File: src/rtl/riscv_mul_sched.sv
// Issue/writeback scheduler for the 2-stage RV32M multiplier.
// Optional perf counters are enabled with `define RISCV_MUL_SCHED_PERF_EN.
module riscv_mul_sched #(
  parameter int LATENCY = 2,
  parameter int XLEN    = 32
) (
  input  logic        clk,
  input  logic        rst,
  input  logic        flush,
  input  logic        issue_valid,
  output logic        issue_ready,
  input  logic [1:0]  issue_op,
  input  logic [4:0]  issue_rd,
  input  logic [4:0]  issue_ra_idx,
  input  logic [4:0]  issue_rb_idx,
  output logic        mul_valid,
  output logic        mul_a_signed,
  output logic        mul_b_signed,
  output logic        mul_sel_hi,
  output logic        mul_hold,
  output logic        wb_valid,
  output logic [4:0]  wb_rd,
  input  logic        wb_ready,
`ifdef RISCV_MUL_SCHED_PERF_EN
  output logic [31:0] perf_issued,
  output logic [31:0] perf_stall_hazard,
  output logic [31:0] perf_stall_hold,
`endif
  output logic [31:0] busy_rd
);

  typedef enum logic [1:0] {
    OP_MUL    = 2'b00,
    OP_MULH   = 2'b01,
    OP_MULHSU = 2'b10,
    OP_MULHU  = 2'b11
  } op_t;

  generate
    if (LATENCY != 2 || XLEN != 32) begin : g_bad_cfg
      $error("riscv_mul_sched supports only LATENCY=2, XLEN=32");
    end
  endgenerate

  logic       s1_valid, s2_valid;
  logic [4:0] s1_rd, s2_rd;
  logic       hazard_a, hazard_b, hazard, fire;
  op_t        op;

  assign op = op_t'(issue_op);

  // No forwarding: a source matching s2_rd stalls even while s2 retires.
  assign hazard_a = (issue_ra_idx != 5'd0) &&
                    ((s1_valid && issue_ra_idx == s1_rd) ||
                     (s2_valid && issue_ra_idx == s2_rd));
  assign hazard_b = (issue_rb_idx != 5'd0) &&
                    ((s1_valid && issue_rb_idx == s1_rd) ||
                     (s2_valid && issue_rb_idx == s2_rd));
  assign hazard   = hazard_a | hazard_b;

  assign mul_hold    = s2_valid & ~wb_ready & ~flush;
  assign issue_ready = ~mul_hold & ~flush & ~hazard;
  assign fire        = issue_valid & issue_ready;
  assign mul_valid   = fire;

  always_comb begin
    mul_a_signed = 1'b0;
    mul_b_signed = 1'b0;
    mul_sel_hi   = 1'b0;
    if (fire) begin
      mul_a_signed = (op == OP_MULH) || (op == OP_MULHSU);
      mul_b_signed = (op == OP_MULH);
      mul_sel_hi   = (op != OP_MUL);
    end
  end

  assign wb_valid = s2_valid;
  assign wb_rd    = s2_rd;

  always_comb begin
    busy_rd = '0;
    if (s1_valid) busy_rd[s1_rd] = 1'b1;
    if (s2_valid) busy_rd[s2_rd] = 1'b1;
    busy_rd[0] = 1'b0;
  end

  always_ff @(posedge clk or posedge rst) begin
    if (rst) begin
      s1_valid <= 1'b0;
      s1_rd    <= '0;
      s2_valid <= 1'b0;
      s2_rd    <= '0;
    end else if (flush) begin
      s1_valid <= 1'b0;
      s2_valid <= 1'b0;
    end else if (!mul_hold) begin
      s1_valid <= fire;
      s1_rd    <= issue_rd;
      s2_valid <= s1_valid;
      s2_rd    <= s1_rd;
    end
  end

`ifdef RISCV_MUL_SCHED_PERF_EN
  always_ff @(posedge clk or posedge rst) begin
    if (rst) begin
      perf_issued       <= '0;
      perf_stall_hazard <= '0;
      perf_stall_hold   <= '0;
    end else begin
      if (fire)
        perf_issued <= perf_issued + 32'd1;
      if (issue_valid & hazard & ~mul_hold & ~flush)
        perf_stall_hazard <= perf_stall_hazard + 32'd1;
      if (issue_valid & mul_hold)
        perf_stall_hold <= perf_stall_hold + 32'd1;
    end
  end
`endif

endmodule

File: config.mk
export PLATFORM = sky130hd
export DESIGN_NAME = riscv_mul_sched
export DESIGN_NICKNAME = d
export VERILOG_FILES = /design/src/rtl/riscv_mul_sched.sv
export SDC_FILE = /design/constraint.sdc
export NUM_CORES = 1
export LEC_CHECK = 0
export BUFFER_PORTS_ARGS = -buffer_cell sky130_fd_sc_hd__buf_2
export CORE_MARGIN = 2
export CORE_UTILIZATION = 35
export DETAILED_ROUTE_END_ITERATION = 8
export PLACE_DENSITY = 0.66
export SKIP_CTS_REPAIR_TIMING = 1
export SYNTH_ARGS = -nofsm -noshare
export SYNTH_HDL_FRONTEND = slang
export SYNTH_SLANG_ARGS = --single-unit
File: constraint.sdc
create_clock -name clk -period 1.6 [get_ports clk]
set_clock_uncertainty 0.15 [all_clocks]
set_input_delay 0.16 -clock clk [delete_from_list [all_inputs] [get_ports clk]]
set_output_delay 0.16 -clock clk [all_outputs]
set_load 0.01 [all_outputs]
==> impl_metrics.env, run 1 <==
export IMPL_final_cells=292
export IMPL_synth_compound_area_share_pct=21.73
export IMPL_antenna_found_initial=0
export IMPL_fmax_mhz=486.4
export IMPL_boundaryPins=66
export IMPL_drc=0
export IMPL_switchingPower_mw=0.5918
export IMPL_htree_levels=1
export IMPL_peakVddDrop_mv=0.5345
export IMPL_required_ns=1.29
export IMPL_power_frac_seq_pct=29.0
export IMPL_cts_tree="done"
export IMPL_cts_buffers=3
export IMPL_die_w_um=63.88
export IMPL_hold_violations=0
export IMPL_crit_family="flip-flops"
export IMPL_dr_pass1_iters=4
export IMPL_synth_top_family_by_area="simple AND/OR/NAND/NOR gates"
export IMPL_setup_worst_path_class="flip-flop to primary output"
export IMPL_avgRoutedWirePerCell_um=16.95
export IMPL_syn_cell_area_sq_um=1255
export IMPL_fin_ws_ns=-0.4558
export IMPL_clkPwrFrac_pct=15.6
export IMPL_period_share_pct=128.5
export IMPL_port_buffers=64
export IMPL_vias_per_cell=5.634
export IMPL_vias=1645
export IMPL_clk_pin_slew_worst_paths_ns=0.08
export IMPL_seqCellArea_sq_um=312.8
export IMPL_drt_iter0_markers=96
export IMPL_dp_cells=267
export IMPL_synth_mux_area_share_pct=8.973
export IMPL_start_util_pct=37.02
export IMPL_diodes=0
export IMPL_worstHoldPathType="input port to flip-flop"
export IMPL_swShare_pct=38.19
export IMPL_start_kind="flip-flop"
export IMPL_slew_viol_final=0
export IMPL_synth_xor_area_share_pct=13.96
export IMPL_ys_types=27
export IMPL_path_buf_inv=1
export IMPL_setup_violations=37
export IMPL_cp_depth=5
export IMPL_ys_ff_latch=12
export IMPL_cp_arrival_ns=1.75
export IMPL_grt_setup_unrepaired="true"
export IMPL_grt_pass1_vias=1428
export IMPL_die_h_um=63.88
export IMPL_mostFrequentLayoutCells="buf_2 (64), buf_4 (25), o22ai_2 (19)"
export IMPL_mostFrequentLayoutCell="buf_2"
export IMPL_grt_overflow_total=0
export IMPL_area_growth_pct=86.64
export IMPL_seq_area_frac_synth_pct=23.93
export IMPL_clockBufferDepth=2
export IMPL_end_kind="primary output"
export IMPL_reg2reg_depth=4
export IMPL_p_leak_nw=0.9898
export IMPL_max_stage_delay_ns=0.47
export IMPL_slowest_stage="dfrtp_2"
export IMPL_rows=21
export IMPL_pwr_share_comb_pct=55.3
export IMPL_failed_checks="negative setup slack"
export IMPL_postSynthAreaPerCell_sq_um=8.596
export IMPL_cap_violations=0
export IMPL_synthAdderAreaFrac_pct=1.994
export IMPL_fillers=251
export IMPL_synthSimpleGateAreaFrac_pct=23.03
export IMPL_status="complete, but fails checks"
export IMPL_internal_power_mw=0.9577
export IMPL_clock_sinks=12
export IMPL_min_path_cells=4
export IMPL_syn_inst=146
export IMPL_synth_warning_count=0
export IMPL_wl_um=4950
export IMPL_clock_latency_ns=0.27
export IMPL_die_area_sq_um=4081
export IMPL_multiInputGateArea_sq_um=1157
export IMPL_hold_worst_slack_ns=0.04626
export IMPL_grt_use_total_pct=20.91
export IMPL_grt_max_degree=13
export IMPL_synth_nets=170
export IMPL_post_dp_hpwl_um=3393
export IMPL_clock_tree_root_cell="clkbuf_4"
export IMPL_grt_pass1_wl_um=6900
export IMPL_power_density_nw_per_um2=661.6
export IMPL_drive_gt1_share_pct=72.36
export IMPL_path_cells="xnor2_2, nand4_1, o221ai_4, nor4b_2, buf_2"
export IMPL_critPathMaxFanout=5
export IMPL_gp_congestion=0.9135
export IMPL_period_needed_ns=2.056
export IMPL_fin_nets=271
export IMPL_postRouteAntennaNets=0
export IMPL_core_area_sq_um=3390
power groups by stage:
stage          sequential (mW)  clock [mW]  combinational [mW]
2_1_floorplan            0.392           0               0.483
5_1_grt                  0.454       0.268               0.912
3_3_place_gp             0.445           0               0.640
3_5_place_dp             0.445           0               0.668
6_report                 0.450       0.242               0.857
4_1_cts                  0.440       0.252               0.671
Yosys cell counts:
| master | instances | area [sq um] |
|---|---|---|
| nor4_1 | 1 | 6.260 |
| or4_4 | 2 | 22.52 |
| nor2_1 | 5 | 18.77 |
| or3b_2 | 7 | 61.31 |
| nand4_1 | 4 | 25.02 |
| clkbuf_1 | 14 | 52.55 |
| o31ai_1 | 1 | 7.510 |
| o22ai_1 | 32 | 200.2 |
| dfrtp_1 | 12 | 300.3 |
| xnor2_1 | 20 | 175.2 |
| o221ai_2 | 1 | 15.01 |
| o211ai_1 | 1 | 7.510 |
| nand3b_1 | 10 | 75.07 |
| conb_1 | 1 | 3.750 |
| buf_4 | 1 | 7.510 |
| ha_1 | 2 | 25.02 |
| inv_1 | 3 | 11.26 |
| nand3_1 | 4 | 20.02 |
| nor4b_1 | 2 | 17.52 |
| buf_2 | 1 | 5.000 |
| nor2b_1 | 2 | 12.51 |
| nor3_1 | 2 | 10.01 |
| mux2_2 | 10 | 112.6 |
| or3_1 | 2 | 12.51 |
| o21ai_1 | 1 | 5.000 |
| o211ai_2 | 3 | 37.54 |
| nand2_1 | 2 | 7.510 |
worst min-delay path, stage by stage:
cell and delay, ns:
buf_2 0.10, nor2b_4 0.04, nor2_1 0.09, nor2_1 0.05
stage by stage:
step	setup slack (ns)	utilization, %	area [sq um]	setup TNS (ns)	power (mW)
final	-0.4558	69.10	2342	-11.38	1.550
after global routing	-0.5547	69.10	2342	-13.60	1.634
after CTS	-0.5337	58.62	1987	-14.00	1.363
after detailed placement	-0.3175	57.55	1951	-3.538	1.113
after global placement	-0.2482	57.55	1951	-2.561	1.084
after floorplan	-0.07345	-	1490	-0.2198	0.8753
sequential cells by signal (all words and copies together), names as in the netlist:
name and cells:
wb_rd 5, wb_valid 1, s1_rd 5, s1_valid 1
metal layers:
metal | part of all wire, % | GRT usage [%] | vias up
li1 | - | - | 763
met1 | 40 | 27.70 | 804
met2 | 51 | 36.85 | 68
met3 | 7.0 | 2.817 | 10
met4 | 1.6 | 2.717 | 0
met5 | 0 | 0 | -
cells by family after synthesis:
kind of cell,after synthesis
AOI/OAI and AO/OA,39
xor gates and xnor gates,20
adders and majority gates,2
buffers and inverters,19
DFF,12
muxes,10
other,1
and+or+nand+nor,43
final timing paths:
kind | from | end | slack (ns)
worst max-delay path | wb_rd[1] | mul_a_signed | -0.46
worst min-delay path | wb_ready | wb_valid | 0.05
worst max register to register | wb_rd[1] | s1_valid | -0.07
worst min register to register | wb_valid | wb_valid | 0.56
max in group asynchronous | rst | s1_rd[3] | 0.67
min in group asynchronous | rst | s1_valid | 0.29
final cells by class:
| type | count | share of cell area (%) |
|---|---|---|
| Multi-Input combinational cell | 115 | 49.41 |
| Timing Repair Buffer | 112 | 32.75 |
| Sequential cell | 12 | 13.35 |
| Tap cell | 46 | 2.457 |
| Clock buffer | 4 | 1.549 |
| Inverter | 3 | 0.4808 |
(Power assumes the default switching activity.)
==> run 2: changes to the inputs <==
--- a/config.mk
+++ b/config.mk
@@ -8,6 +8,7 @@
 export BUFFER_PORTS_ARGS = -buffer_cell sky130_fd_sc_hd__buf_2
 export CORE_MARGIN = 2
 export CORE_UTILIZATION = 35
+export CTS_BUF_LIST = sky130_fd_sc_hd__clkbuf_2
 export DETAILED_ROUTE_END_ITERATION = 8
 export PLACE_DENSITY = 0.66
 export SKIP_CTS_REPAIR_TIMING = 1
==> impl_metrics.env, run 2 (synthesis results as in run 1) <==
export IMPL_grt_max_degree=13
export IMPL_end_kind="primary output"
export IMPL_setup_worst_path_class="flip-flop to primary output"
export IMPL_boundaryPins=66
export IMPL_dr_pass1_iters=4
export IMPL_start_kind="flip-flop"
export IMPL_cap_violations=0
export IMPL_path_cells="xnor2_2, nand4_1, o221ai_4, nor4b_2, buf_2"
export IMPL_finalSetupTns_ns=-11.74
export IMPL_reg2reg_to="s1_valid"
export IMPL_grt_pass1_wl_um=6989
export IMPL_drive_gt1_share_pct=71.66
export IMPL_die_h_um=63.88
export IMPL_die_w_um=63.88
export IMPL_dpl_instance_area_sq_um=1951
export IMPL_period_share_pct=127.2
export IMPL_design_area_sq_um=2335
export IMPL_vias=1679
export IMPL_hold_violations=0
export IMPL_clockBufferDepth=2
export IMPL_grt_use_total_pct=21.35
export IMPL_grt_pass1_vias=1441
export IMPL_mostFrequentLayoutCell="buf_2"
export IMPL_mostFrequentLayoutCells="buf_2 (64), buf_4 (25), o22ai_2 (19)"
export IMPL_port_buffers=64
export IMPL_wl_um=5089
export IMPL_worstHoldPathType="input port to flip-flop"
export IMPL_clock_sinks=12
export IMPL_total_power_mw=1.470
export IMPL_core_area_sq_um=3390
export IMPL_cts_tree="done"
export IMPL_final_cells=293
export IMPL_slowest_stage="dfrtp_2"
export IMPL_worstReg2RegStart="wb_rd[1]"
export IMPL_status="complete, but fails checks"
export IMPL_fmax_mhz=491.5
export IMPL_fillers=254
export IMPL_cp_arrival_ns=1.72
export IMPL_max_stage_delay_ns=0.48
export IMPL_htree_levels=1
export IMPL_diodes=0
export IMPL_fin_nets=272
export IMPL_critPathCapture="mul_a_signed"
export IMPL_cp_depth=5
export IMPL_peakVddDrop_mv=0.4619
export IMPL_crit_family="flip-flops"
export IMPL_clock_tree_root_cell="clkbuf_2"
export IMPL_setup_violations=37
export IMPL_vias_per_cell=5.730
export IMPL_period_needed_ns=2.035
export IMPL_postRouteAntennaNets=0
export IMPL_final_core_util_pct=68.88
export IMPL_drc=0
export IMPL_post_dp_hpwl_um=3393
export IMPL_slew_viol_final=0
export IMPL_clk_pin_slew_worst_paths_ns=0.13
export IMPL_critPathMaxFanout=5
export IMPL_failed_checks="negative setup slack"
export IMPL_start_util_pct=37.02
export IMPL_avgRoutedWirePerCell_um=17.37
export IMPL_gp_congestion=0.9135
export IMPL_grt_setup_unrepaired="true"
export IMPL_dp_cells=267
export IMPL_die_area_sq_um=4081
export IMPL_power_density_nw_per_um2=629.6
export IMPL_grt_overflow_total=0
export IMPL_regToRegSetupSlack_ns=-0.01
export IMPL_clock_latency_ns=0.28
export IMPL_path_buf_inv=1
export IMPL_reg2reg_depth=4
export IMPL_critPathLaunch="wb_rd[1]"
export IMPL_antenna_found_initial=0
export IMPL_p_leak_nw=0.9891
export IMPL_area_growth_pct=86.04
export IMPL_cts_buffers=3
export IMPL_fin_ws_ns=-0.4347
export IMPL_drt_iter0_markers=102
export IMPL_required_ns=1.29
export IMPL_rows=21
[run 2: cell types whose count changed in the layout (fill, tap and decap cells not counted)]
cell	change
clkbuf_2	+3
clkbuf_4	-3
clkbuf_8	-1
clkinv_1	+1
dlygate4sd3_1	+1
[run 2: through the flow]
step	worst slack, ns	hold slack, ns
floorplan	-0.07345	-0.1253
global placement	-0.2482	0.01441
detailed placement	-0.3175	0.03756
CTS	-0.5642	-0.2846
global route	-0.5717	0.07518
finish	-0.4347	0.08321
[run 2: how the worst min path moves through the flow]
stage,cells after the start,endpoint,from
finish,3,s1_valid,issue_valid
global route,3,s1_valid,issue_valid
CTS,2,s1_rd[0],rst
detailed placement,2,s1_rd[4],rst
global placement,2,s1_rd[0],rst
floorplan,1,s1_rd[0],rst
[run 2: layout make-up]
cell class	instances	area (sq um)	share of cell area [%]
clock buffers	3	15.01	0.6431
repair buffers	113	777.0	33.28
flip-flops and latches	12	312.8	13.40
multi-input cells	115	1157	49.57
well taps	46	57.56	2.465
clock inverters	1	3.754	0.1608
inverters	3	11.26	0.4823
[run 2: routing by layer]
layer	global-route usage [%]	vias to the layer above	share of wire (%)
met3	3.873	9	6.7
met1	27.81	824	42
met4	3.533	0	1.3
li1	-	762	-
met2	37.11	84	50
met5	0	-	0
[run 2: where the power goes]
part	switching (mW)	total [mW]	internal (mW)
sequential	0.0967	0.450	0.353
clock	0.106	0.160	0.0543
combinational	0.392	0.860	0.468
total	0.594	1.47	0.875
[run 2: worst reg2reg max path: stages, from the launching register on]
cell      delay, ns
dfrtp_2        0.48
xnor2_2        0.18
nand4_1        0.21
o221ai_4       0.34
o31ai_1        0.13
==> run 3: changes to the inputs <==
--- a/config.mk
+++ b/config.mk
@@ -5,12 +5,13 @@
 export SDC_FILE = /design/constraint.sdc
 export NUM_CORES = 1
 export LEC_CHECK = 0
-export BUFFER_PORTS_ARGS = -buffer_cell sky130_fd_sc_hd__buf_2
+export CORE_ASPECT_RATIO = 1.5
 export CORE_MARGIN = 2
 export CORE_UTILIZATION = 35
 export CTS_BUF_LIST = sky130_fd_sc_hd__clkbuf_2
 export DETAILED_ROUTE_END_ITERATION = 8
-export PLACE_DENSITY = 0.66
+export DONT_BUFFER_PORTS = 1
+export PLACE_DENSITY = 0.5
 export SKIP_CTS_REPAIR_TIMING = 1
 export SYNTH_ARGS = -nofsm -noshare
 export SYNTH_HDL_FRONTEND = slang
==> impl_metrics.env, run 3 (synthesis results as in run 1) <==
export IMPL_status="complete, but fails checks"
export IMPL_failed_checks="negative hold slack, negative setup slack"
export IMPL_grt_setup_unrepaired="true"
export IMPL_cts_buffers=3
export IMPL_end_kind="primary output"
export IMPL_power_density_nw_per_um2=639.1
export IMPL_vias=1397
export IMPL_slew_viol_final=0
export IMPL_clock_latency_ns=0.26
export IMPL_critPathMaxFanout=6
export IMPL_post_dp_hpwl_um=3325
export IMPL_period_share_pct=125.1
export IMPL_hold_violations=1
export IMPL_rows=26
export IMPL_cp_arrival_ns=1.69
export IMPL_final_cells=223
export IMPL_required_ns=1.29
export IMPL_boundaryPins=66
export IMPL_diodes=0
export IMPL_clock_sinks=12
export IMPL_setup_violations=36
export IMPL_fillers=271
export IMPL_cpMostUsedCell="buf_4"
export IMPL_die_w_um=52.89
export IMPL_drt_iter0_markers=23
export IMPL_mostFrequentLayoutCell="buf_4"
export IMPL_path_cells="buf_4, buf_4, nand3b_1, o22ai_2"
export IMPL_p_leak_nw=0.6642
export IMPL_area_growth_pct=77.57
export IMPL_peakVddDrop_mv=0.6461
export IMPL_postRouteAntennaNets=0
export IMPL_setup_worst_path_class="flip-flop to primary output"
export IMPL_grtUsageMet3_pct=2.115
export IMPL_clk_pin_slew_worst_paths_ns=0.11
export IMPL_antenna_found_initial=0
export IMPL_period_needed_ns=2.002
export IMPL_hold_worst_slack_ns=-0.04836
export IMPL_htree_levels=1
export IMPL_grt_overflow_total=0
export IMPL_cap_violations=0
export IMPL_avgRoutedWirePerCell_um=21.52
export IMPL_top_usage_layer="met2"
export IMPL_clockBufferDepth=2
export IMPL_drive_gt1_share_pct=67.96
export IMPL_dr_pass1_iters=4
export IMPL_grt_pass1_vias=1261
export IMPL_core_area_sq_um=3416
export IMPL_fin_nets=207
export IMPL_grtUsageMet1_pct=21.09
export IMPL_start_util_pct=36.74
export IMPL_worstHoldPathType="input port to flip-flop"
export IMPL_mostFrequentLayoutCells="buf_4 (27), o22ai_4 (23), xnor2_1 (18)"
export IMPL_start_kind="flip-flop"
export IMPL_gp_congestion=0.8161
export IMPL_grt_pass1_wl_um=6182
export IMPL_fin_ws_ns=-0.4018
export IMPL_dp_cells=208
export IMPL_grt_max_degree=13
export IMPL_drc=0
export IMPL_met2_usage_pct=38.25
export IMPL_port_buffers=0
export IMPL_fmax_mhz=499.6
export IMPL_vias_per_cell=6.265
export IMPL_wl_um=4800
export IMPL_die_area_sq_um=4090
export IMPL_cts_tree="done"
export IMPL_max_stage_delay_ns=0.48
export IMPL_grt_use_total_pct=19.65
export IMPL_slowest_stage="dfrtp_2"
export IMPL_die_h_um=77.34
export IMPL_clock_tree_root_cell="clkbuf_2"
export IMPL_final_core_util_pct=65.24
==> run 3: cell types whose count changed in the layout (fill, tap and decap cells not counted), sizes merged <==
cell,previous run,this run
buf,105,40
clkinv,1,0
==> run 3: stage by stage <==
stage	setup slack [ns]	area, sq um	power, mW	hold WS, ns	setup TNS [ns]
finish	-0.4018	2228	1.424	-0.04836	-10.86
global route	-0.4842	2228	1.495	-0.04623	-13.11
CTS	-0.4178	1695	1.175	-0.3504	-12.07
detailed placement	-0.1953	1680	1.036	-0.06834	-2.131
global placement	-0.1597	1680	1.024	-0.08579	-1.715
floorplan	-0.07345	1490	0.8753	-0.1253	-0.2198
==> run 3: where the power goes <==
part           leakage, nW  switching, mW  internal, mW  total (mW)
Combinational        0.518          0.436         0.405       0.841
Sequential           0.134         0.0862         0.352       0.438
Clock               0.0125         0.0941        0.0511       0.145
==> run 3: area by class of cell <==
cell class,instances,area [sq um],area share (%)
Multi-Input combinational cell,115,1400,62.83
Timing Repair Buffer,48,437.9,19.65
Sequential cell,12,311.5,13.98
Tap cell,42,52.55,2.358
Clock buffer,3,15.01,0.6738
Inverter,3,11.26,0.5053
==> run 3: worst paths after layout <==
| kind | startpoint | endpoint | slack, ns | cells after the start |
|---|---|---|---|---|
| worst max-delay path | s1_rd[2] | busy_rd[25] | -0.40 | 4 |
| worst min-delay path | issue_valid | s1_valid | -0.05 | 2 |
| worst max register to register | s1_rd[3] | s1_valid | 0.04 | 4 |
| worst min register to register | s1_rd[2] | wb_rd[2] | 0.51 | 1 |
| max in group asynchronous | rst | wb_rd[1] | 0.77 | 2 |
| min in group asynchronous | rst | wb_rd[3] | 0.19 | 2 |
==> run 3: routing by layer <==
metal,vias to the layer above,routed length (um),part of all wire (%)
met5,-,0,0
met4,0,130,2.7
met3,16,250,5.2
met2,65,2793,58
met1,683,1626,34
li1,633,-,-
==> run 3: worst max-delay path, delay by kind of cell, from the launching register on <==
family / cells / cell delay (ns)
AOI/OAI and AO/OA: 1 / 0.30
buffers and inverters: 2 / 0.33
and+or+nand+nor: 1 / 0.32
DFF: 1 / 0.48
